--- config.mk ---
export PLATFORM = sky130hd
export DESIGN_NAME = commit_halt_monitor_flat
export DESIGN_NICKNAME = d
export VERILOG_FILES = /design/src/rtl/commit_halt_monitor_if.sv /design/src/rtl/commit_halt_monitor.sv /design/src/flat_wrapper.sv
export SDC_FILE = /design/constraint.sdc
export NUM_CORES = 1
export LEC_CHECK = 0
export BUFFER_PORTS_ARGS = -buffer_cell sky130_fd_sc_hd__buf_2
export CAP_MARGIN = 20
export CORE_UTILIZATION = 45
export CTS_CLUSTER_SIZE = 8
export DETAILED_ROUTE_END_ITERATION = 16
export PLACE_DENSITY = 0.89
export REMOVE_ABC_BUFFERS = 1
export SYNTH_ARGS = -nofsm -noshare
export SYNTH_HDL_FRONTEND = slang
export SYNTH_SLANG_ARGS = --single-unit
--- constraint.sdc ---
create_clock -name clk -period 4.3 [get_ports clk]
set_input_delay 0.43 -clock clk [delete_from_list [all_inputs] [get_ports clk]]
set_output_delay 0.43 -clock clk [all_outputs]
set_load 0.005 [all_outputs]
--- src/rtl/commit_halt_monitor_if.sv ---
// ============================================================================
//  Module      : commit_halt_monitor_if
//  Description : ROB commit bus plus drain-status flags seen by the
//                commit_halt_monitor. The master drives the commit slots and
//                the empty flags; the slave (monitor) only observes them.
//  Revision    : 1.0 - initial release
// ============================================================================
`default_nettype none

interface commit_halt_monitor_if #(
    parameter int ADDR_WIDTH = 32,
    parameter int DATA_WIDTH = 32,
    parameter int NUM_COMMIT = 2
);
    logic [NUM_COMMIT-1:0]            commit_valid;
    logic [NUM_COMMIT*ADDR_WIDTH-1:0] commit_pc;
    logic [NUM_COMMIT*DATA_WIDTH-1:0] commit_instr;
    logic                             rob_empty;
    logic                             sb_empty;

    modport master (
        output commit_valid,
        output commit_pc,
        output commit_instr,
        output rob_empty,
        output sb_empty
    );

    modport slave (
        input commit_valid,
        input commit_pc,
        input commit_instr,
        input rob_empty,
        input sb_empty
    );
endinterface

`default_nettype wire

--- src/rtl/commit_halt_monitor.sv ---
// ============================================================================
//  Module      : commit_halt_monitor
//  Description : End-of-program detector. Finds the oldest committed halt
//                instruction, optionally waits for the ROB and store buffer
//                to drain, then raises a sticky done. Keeps cycle/instret
//                counters, records the halt PC and forces done on timeout.
//  Config      : HALT_DRAIN_EN defined   -> RUN -> DRAIN -> DONE
//                HALT_DRAIN_EN undefined -> RUN -> DONE (drain flags ignored)
//  Revision    : 1.0 - initial release
// ============================================================================
`default_nettype none

module commit_halt_monitor #(
    parameter int                     ADDR_WIDTH = 32,
    parameter int                     DATA_WIDTH = 32,
    parameter int                     NUM_COMMIT = 2,
    parameter int                     CNT_WIDTH  = 32,
    parameter int unsigned            MAX_CYCLES = 32'd100000,
    parameter logic [DATA_WIDTH-1:0]  HALT_INSTR = 32'h00100073
) (
    input  wire logic                  clk,
    input  wire logic                  rst,
    input  wire logic [ADDR_WIDTH-1:0] boot_pc,
    commit_halt_monitor_if.slave       cif,
    output logic                       done,
    output logic                       timeout,
    output logic [ADDR_WIDTH-1:0]      halted_pc,
    output logic [CNT_WIDTH-1:0]       cycle_count,
    output logic [CNT_WIDTH-1:0]       instret_count
);

    localparam logic [CNT_WIDTH-1:0] C_LAST_CYCLE = CNT_WIDTH'(MAX_CYCLES - 1);

`ifdef HALT_DRAIN_EN
    typedef enum logic [1:0] {
        RUN   = 2'd0,
        DRAIN = 2'd1,
        DONE  = 2'd2
    } state_t;
`else
    typedef enum logic [1:0] {
        RUN   = 2'd0,
        DONE  = 2'd2
    } state_t;

    // Drain flags have no effect when the drain phase is compiled out.
    logic unused_drain_flags;
    assign unused_drain_flags = cif.rob_empty ^ cif.sb_empty;
`endif

    state_t                  state_q, state_d;
    logic                    done_q, done_d;
    logic                    timeout_q, timeout_d;
    logic [ADDR_WIDTH-1:0]   halted_pc_q, halted_pc_d;
    logic [CNT_WIDTH-1:0]    cycle_count_q, cycle_count_d;
    logic [CNT_WIDTH-1:0]    instret_count_q, instret_count_d;

    logic                    halt_seen;
    logic [ADDR_WIDTH-1:0]   halt_pc;
    logic [CNT_WIDTH-1:0]    retire_cnt;
    logic                    at_last_cycle;

    // Scan slots oldest-first: count retirements up to and including the
    // first halt, and capture that halt's PC. Younger slots are dropped.
    always_comb begin
        halt_seen  = 1'b0;
        halt_pc    = '0;
        retire_cnt = '0;
        for (int k = 0; k < NUM_COMMIT; k++) begin
            if (cif.commit_valid[k] && !halt_seen) begin
                retire_cnt = retire_cnt + CNT_WIDTH'(1);
                if (cif.commit_instr[k*DATA_WIDTH +: DATA_WIDTH] == HALT_INSTR) begin
                    halt_seen = 1'b1;
                    halt_pc   = cif.commit_pc[k*ADDR_WIDTH +: ADDR_WIDTH];
                end
            end
        end
    end

    assign at_last_cycle = (cycle_count_q == C_LAST_CYCLE);

    // Next-state and next-output logic; DONE freezes everything.
    always_comb begin
        state_d         = state_q;
        done_d          = done_q;
        timeout_d       = timeout_q;
        halted_pc_d     = halted_pc_q;
        cycle_count_d   = cycle_count_q;
        instret_count_d = instret_count_q;
        case (state_q)
            RUN: begin
                cycle_count_d   = cycle_count_q + CNT_WIDTH'(1);
                instret_count_d = instret_count_q + retire_cnt;
                if (halt_seen) begin
                    // A halt beats a same-cycle timeout.
                    halted_pc_d = halt_pc;
`ifdef HALT_DRAIN_EN
                    state_d     = DRAIN;
`else
                    state_d     = DONE;
                    done_d      = 1'b1;
`endif
                end else if (at_last_cycle) begin
                    state_d   = DONE;
                    done_d    = 1'b1;
                    timeout_d = 1'b1;
                end
            end
`ifdef HALT_DRAIN_EN
            DRAIN: begin
                cycle_count_d = cycle_count_q + CNT_WIDTH'(1);
                if (at_last_cycle) begin
                    state_d   = DONE;
                    done_d    = 1'b1;
                    timeout_d = 1'b1;
                end else if (cif.rob_empty && cif.sb_empty) begin
                    state_d = DONE;
                    done_d  = 1'b1;
                end
            end
`endif
            DONE: begin
                state_d = DONE;
            end
            default: begin
                state_d = RUN;
            end
        endcase
    end

    // State and registered outputs, synchronous reset.
    always_ff @(posedge clk) begin
        if (rst) begin
            state_q         <= RUN;
            done_q          <= 1'b0;
            timeout_q       <= 1'b0;
            halted_pc_q     <= boot_pc;
            cycle_count_q   <= '0;
            instret_count_q <= '0;
        end else begin
            state_q         <= state_d;
            done_q          <= done_d;
            timeout_q       <= timeout_d;
            halted_pc_q     <= halted_pc_d;
            cycle_count_q   <= cycle_count_d;
            instret_count_q <= instret_count_d;
        end
    end

    assign done          = done_q;
    assign timeout       = timeout_q;
    assign halted_pc     = halted_pc_q;
    assign cycle_count   = cycle_count_q;
    assign instret_count = instret_count_q;

endmodule

`default_nettype wire
--- src/flat_wrapper.sv ---
// flat-port wrapper written by rule: the top's interface ports become plain ports
module commit_halt_monitor_flat 
#(
    parameter int                     ADDR_WIDTH = 32,
    parameter int                     DATA_WIDTH = 32,
    parameter int                     NUM_COMMIT = 2,
    parameter int                     CNT_WIDTH  = 32,
    parameter int unsigned            MAX_CYCLES = 32'd100000,
    parameter logic [DATA_WIDTH-1:0]  HALT_INSTR = 32'h00100073
)
  (clk, rst, boot_pc, done, timeout, halted_pc, cycle_count, instret_count, cif_commit_valid, cif_commit_pc, cif_commit_instr, cif_rob_empty, cif_sb_empty);
  commit_halt_monitor_if #(.ADDR_WIDTH(ADDR_WIDTH), .DATA_WIDTH(DATA_WIDTH), .NUM_COMMIT(NUM_COMMIT)) cif_i ();
  input  wire logic clk;
  input  wire logic rst;
  input  wire logic [ADDR_WIDTH-1:0] boot_pc;
  output logic done;
  output logic timeout;
  output logic [ADDR_WIDTH-1:0] halted_pc;
  output logic [CNT_WIDTH-1:0] cycle_count;
  output logic [CNT_WIDTH-1:0] instret_count;
  input wire logic [$bits(cif_i.commit_valid)-1:0] cif_commit_valid;
  input wire logic [$bits(cif_i.commit_pc)-1:0] cif_commit_pc;
  input wire logic [$bits(cif_i.commit_instr)-1:0] cif_commit_instr;
  input wire logic [$bits(cif_i.rob_empty)-1:0] cif_rob_empty;
  input wire logic [$bits(cif_i.sb_empty)-1:0] cif_sb_empty;
  assign cif_i.commit_valid = cif_commit_valid;
  assign cif_i.commit_pc = cif_commit_pc;
  assign cif_i.commit_instr = cif_commit_instr;
  assign cif_i.rob_empty = cif_rob_empty;
  assign cif_i.sb_empty = cif_sb_empty;
  commit_halt_monitor #(.ADDR_WIDTH(ADDR_WIDTH), .DATA_WIDTH(DATA_WIDTH), .NUM_COMMIT(NUM_COMMIT), .CNT_WIDTH(CNT_WIDTH), .MAX_CYCLES(MAX_CYCLES), .HALT_INSTR(HALT_INSTR)) u_core (.clk(clk), .rst(rst), .boot_pc(boot_pc), .cif(cif_i), .done(done), .timeout(timeout), .halted_pc(halted_pc), .cycle_count(cycle_count), .instret_count(instret_count));
endmodule
Word level (Yosys, flattened, before mapping). Index checks and enable logic that the tools add are counted.

Flip-flop bits (word level): 100. Bits in latches: 0. Bits in writable memories: 0. Memory bits (read-only): 0. Input bits: 166. Output and inout port bits: 98. Word-level logic and storage cells: 42. Memories: 0.

Add/sub/neg operators: 3. Multiply operators: 0. Div/mod/pow operators: 0. Magnitude comparators: 0. Equality and inequality tests: 5. Shifts and indexed selects: 0. Mux-type cells: 18. Bitwise logic cells: 1. Reductions and logical operators: 9.

Operators with widths (count): 2-to-1 mux 32 bit (8); == test 32 x 21 -> 1 bit, second input constant (2); adder 32 x 1 -> 32 bit, second input constant (1); adder 32 bit (1); == test 32 x 17 -> 1 bit, second input constant (1); 2-to-1 mux 1 bit (7); nonzero test 2 bit (3); 2-to-1 mux 2 bit (2); one-hot mux 2 bit (2 select lines) (1); AND reduction 2 bit (2); != test 3 x 1 -> 1 bit, second input constant (1); AND reduction 3 bit (1); adder 1 x 1 -> 2 bit, second input constant (1); == test 2 bit, second input constant (1); zero test 2 bit (1); logical AND 1 bit (1); zero test 1 bit (1); NOT 1 bit (1).

Logic depth before layout (Yosys ltp).
Word-level depth: 9. Gate-level depth with buffers: 13. Mapped depth without buffers: 12.

Worst setup path before layout. No wires, ideal clock.

Kind: input to register. From: input cif_commit_instr[22]. To: register u_core.halted_pc_q[0] (netlist: u_core.halted_pc[0]), enable pin. Library setup time: 0.466 ns. Arrival: 3.515 ns. Data required time: 3.834 ns. Slack: 0.319 ns. Cell stages on the path: 4. Buffers on the path: 0. Path through: or3_1 nor3_1 a21oi_1 o21ai_0.

Longest elaborated chain between the ends: 8. Elaborated cells on any way between the ends: 9. Classes of those cells: eq/ne (1); mux (4); reduce/logical (4).

Ends and longest elaborated chain: start, declared (line flat_wrapper.sv:23) `input wire logic [$bits(cif_i.commit_instr)-1:0] cif_commit_instr;`; == test 32 x 21 -> 1 bit * (line commit_halt_monitor.sv:72) `if (cif.commit_instr[k*DATA_WIDTH +: DATA_WIDTH] == HALT_INSTR) begin`; 2-to-1 mux 1 bit * (line commit_halt_monitor.sv:72); 2-to-1 mux 1 bit * (line commit_halt_monitor.sv:70) `if (cif.commit_valid[k] && !halt_seen) begin`; zero test 1 bit (line commit_halt_monitor.sv:70); logical AND 1 bit (line commit_halt_monitor.sv:70); 2-to-1 mux 1 bit * (line commit_halt_monitor.sv:70); nonzero test 2 bit (no source line) *; AND reduction 2 bit (no source line) *; end signal, assigned (line commit_halt_monitor.sv:137) `halted_pc_q <= boot_pc;`; end signal, assigned (line commit_halt_monitor.sv:144) `halted_pc_q <= halted_pc_d;`; end, declared (line commit_halt_monitor.sv:54) `logic [ADDR_WIDTH-1:0] halted_pc_q, halted_pc_d;`.

Mark *: on every way between the ends. The rest lies on a longest branch, timed or not. A chain may end at the register's enable or synchronous reset.

Worst setup path in the final report.
From: input cif_commit_valid[0]. To: register u_core.instret_count_q[24] (netlist: u_core.instret_count[24]).

Longest elaborated chain between the ends: 5. Elaborated cells on any way between the ends: 7. Classes of those cells: add/sub (2); mux (3); reduce/logical (2).

Ends and longest elaborated chain: start, declared (line flat_wrapper.sv:21) `input wire logic [$bits(cif_i.commit_valid)-1:0] cif_commit_valid;`; 2-to-1 mux 1 bit (line commit_halt_monitor.sv:70); zero test 1 bit (line commit_halt_monitor.sv:70); logical AND 1 bit (line commit_halt_monitor.sv:70); 2-to-1 mux 32 bit * (line commit_halt_monitor.sv:70); adder 32 bit * (line commit_halt_monitor.sv:93) `instret_count_d = instret_count_q + retire_cnt;`; end signal, assigned (line commit_halt_monitor.sv:146) `instret_count_q <= instret_count_d;`; end, declared (line commit_halt_monitor.sv:56) `logic [CNT_WIDTH-1:0] instret_count_q, instret_count_d;`.

Marks and branches as above.

==> impl_metrics.yaml <==
cells_and_area:
  final_util_pct: 62.76
  drive_gt1_share_pct: 39.28
  nets: 917
  fillers: 897
  area_delta_synth_final_pct: 35.23
setup_path:
  slowest_stage: "nor4bb_1"
  cpPeakStageDelay_ns: 0.48
  arrival_ns: 3.40
  cp_data_required_time_ns: 4.53
  crit_path_end_kind: "register"
  worstSetupStartpointType: "input pin"
  crit_fanout: 13
  path_cells: "buf_2 > nor4bb_1 > nand4_1 > nor3_1 > buf_4 > nor2b_1 > ha_1 > ha_1 > inv_1 > fa_1 > nor3_1 > buf_4 > nand4b_1 > xor2_1 > nor2_1"
  worstSetupPathType: "in -> reg"
clocking:
  clk_path_buf_depth: 2
  cts_resized: 0
  htreeDepth: 3
  cts_tree: "yes"
  cts_hold_buf: 0
  cts_buffers: 9
  cts.clk_slew.worst_paths_ns: 0.11
  clock-root-buffer: "clkbuf_8"
  cts_setup_buffers: 0
  clk_latency_ns: 0.36
  cts.sink_count: 99
placed_design:
  place.gp.congestion: 0.8943
  port-buffer-count: 261
  hpwl_um: 10920
  dp_slack_ns: 0.5919
yosys:
  synthMostInstantiatedCell: "dfxtp_1"
  synth_top_cell_by_area: "dfxtp_1"
  yosysWarnings: 0
  synth_edf_count: 32
  synth.distinct_cells: 38
  synth_area_um2: 4770
  syn-mean-instance-area_um2: 9.754
  synth_seq_cells: 99
  syn_inst: 489
  yosys-top-cells-area: "dfxtp_1 28%, edfxtp_1 20%, a221o_1 6.7%, xor2_1 5.3%, nor2_1 5.1%"
  yosys_most_used_dff: "dfxtp_1"
  synthArstFlopShare_pct: 0
  netlist_top_cells_count: "67 x dfxtp_1, 65 x nor2_1, 33 x and2_1, 32 x a221o_1, 32 x edfxtp_1"
  yosys.area.top_type_share_pct: 28.12
  ys_seq_area_share_pct: 48.27
drt:
  wl_per_cell_um: 16.25
  drt_iter0_markers: 293
  drc: 0
  first_pass_iters: 6
  vias_per_cell: 5.385
  vias: 4793
  antenna_left: 0
  totalWireLength_um: 14460
job:
  drv_cap: 0
global_routing:
  grt_first_pass_wirelength_um: 22740
  grt.total_usage_pct: 26.16
  antenna_found_initial: 3
  grt_max_degree: 56
  grt_pass1_vias: 4600
  gr-total-overflow: 0
min_path:
  hold_class: "in -> reg"
floorplan:
  core_um2: 10280
  die_h_um: 105.0
  die_area_um2: 11010
  io_pins: 264
  start_util_pct: 46.41
  die_w_um: 105.0
  core.rowCount: 37
timing:
  finalCriticalPeriod_ns: 3.172
  hold_violations: 0
  tightestPinTransition_ns: 0.5939
  layout_setup_ws_ns: 1.128
  max_freq_ghz: 0.3152
  setup-violations-final: 0
  finClkSkew_ns: 0.01136
  slew_violations: 0
  grt_setup_unrepaired: "false"
  max-slew-margin-rel_pct: 60.04
  finalCritPeriodShare_pct: 73.78
  setup_tns_ns: 0
pwr:
  cellLeakagePower_uw: 0.002850
  ir_drop_mv: 0.1557
  power.density_nw_per_um2: 275.2
status:
  outcome: "completed"
cells by family after synthesis:
kind of cell | after synthesis | synth area share, %
AOI/OAI and AO/OA | 58 | 9.628
DFF | 99 | 48.27
buffers and inverters | 35 | 2.755
adders and majority gates | 5 | 1.469
xor gates and xnor gates | 51 | 9.365
muxes | 2 | 0.4197
and+or+nand+nor | 239 | 28.10
critical path: cells and delay by family:
| family | cells | cell delay (ns) |
|---|---|---|
| XOR/XNOR | 1 | 0.17 |
| AND/OR/NAND/NOR | 7 | 1.39 |
| adder cells (fa/ha/maj) | 3 | 0.83 |
| buffers and inverters | 4 | 0.56 |
routing by layer:
layer | global-route usage (%) | wire, µm | share of wire (%) | vias to the layer above
li1 | - | - | - | 2312
met1 | 30.49 | 5802 | 40 | 2225
met2 | 43.80 | 6887 | 48 | 213
met3 | 6.363 | 1152 | 8.0 | 43
met4 | 15.09 | 619 | 4.3 | 0
met5 | 0 | 0 | 0 | -
worst paths after layout:
| kind | from | to | slack (ns) | cells past startpoint |
|---|---|---|---|---|
| worst max-delay path | cif_commit_valid[0] | u_core.instret_count[24] | 1.13 | 15 |
| worst min-delay path | cif_commit_pc[45] | u_core.halted_pc[13] | 0.37 | 2 |
| worst max register to register | u_core.state_q[1] | u_core.cycle_count[31] | 1.77 | 5 |
| worst min register to register | u_core.timeout | u_core.timeout | 0.49 | 1 |
power by group:
group          total (µW)  internal [µW]  switching (µW)
registers            1010            997            12.9
logic                 198            107            91.1
clock network         567            220             347
total                1780           1320             450
flip-flops by register name, summed over array words and instances, names as in the netlist:
signal / flops
u_core.cycle_count: 32
u_core.halted_pc: 32
u_core.instret_count: 32
u_core.done: 1
u_core.state_q: 1
u_core.timeout: 1
placed cells by master, fill, tap and decap left out, types with 3 or more instances in the layout:
master,Yosys,routed
ha_1,4,4
buf_2,0,261
edfxtp_1,32,32
clkinv_4,0,3
nor2_1,65,65
xnor2_1,22,22
nand3_1,21,21
nor4_1,18,17
nor4bb_1,5,4
dfxtp_1,67,67
and4_1,6,6
and2_1,33,33
or3_1,10,10
diode_2,0,3
nand4_1,20,20
and3_1,11,11
buf_4,0,9
nand2_1,18,18
clkbuf_8,0,9
nor3_1,13,13
inv_1,10,10
xor2_1,29,29
o21ai_0,10,9
nor4b_1,3,3
a221o_1,32,32
a21oi_1,14,14
layout make-up:
cell class | count | area [µm²] | area share, %
Tap cell | 136 | 170.2 | 2.638
Multi-Input combinational cell | 355 | 2369 | 36.72
Sequential cell | 99 | 2302 | 35.69
Clock inverter | 7 | 58.81 | 0.9117
Inverter | 10 | 37.54 | 0.5820
Antenna cell | 3 | 7.507 | 0.1164
Clock buffer | 9 | 123.9 | 1.920
Timing Repair Buffer | 271 | 1381 | 21.42
stage by stage:
step / cells / hold slack, ns / total power (µW) / instance area [µm²]
after floorplan: 464 / 0.4656 / 1092 / 4676
after global placement: 870 / 0.4478 / 1224 / 6252
after detailed placement: 870 / 0.4736 / 1230 / 6252
after CTS: 886 / 0.3483 / 1789 / 6435
after global routing: 890 / 0.3435 / 1847 / 6450
final: 890 / 0.3679 / 1775 / 6450
Power figures use the tool's default switching activity.
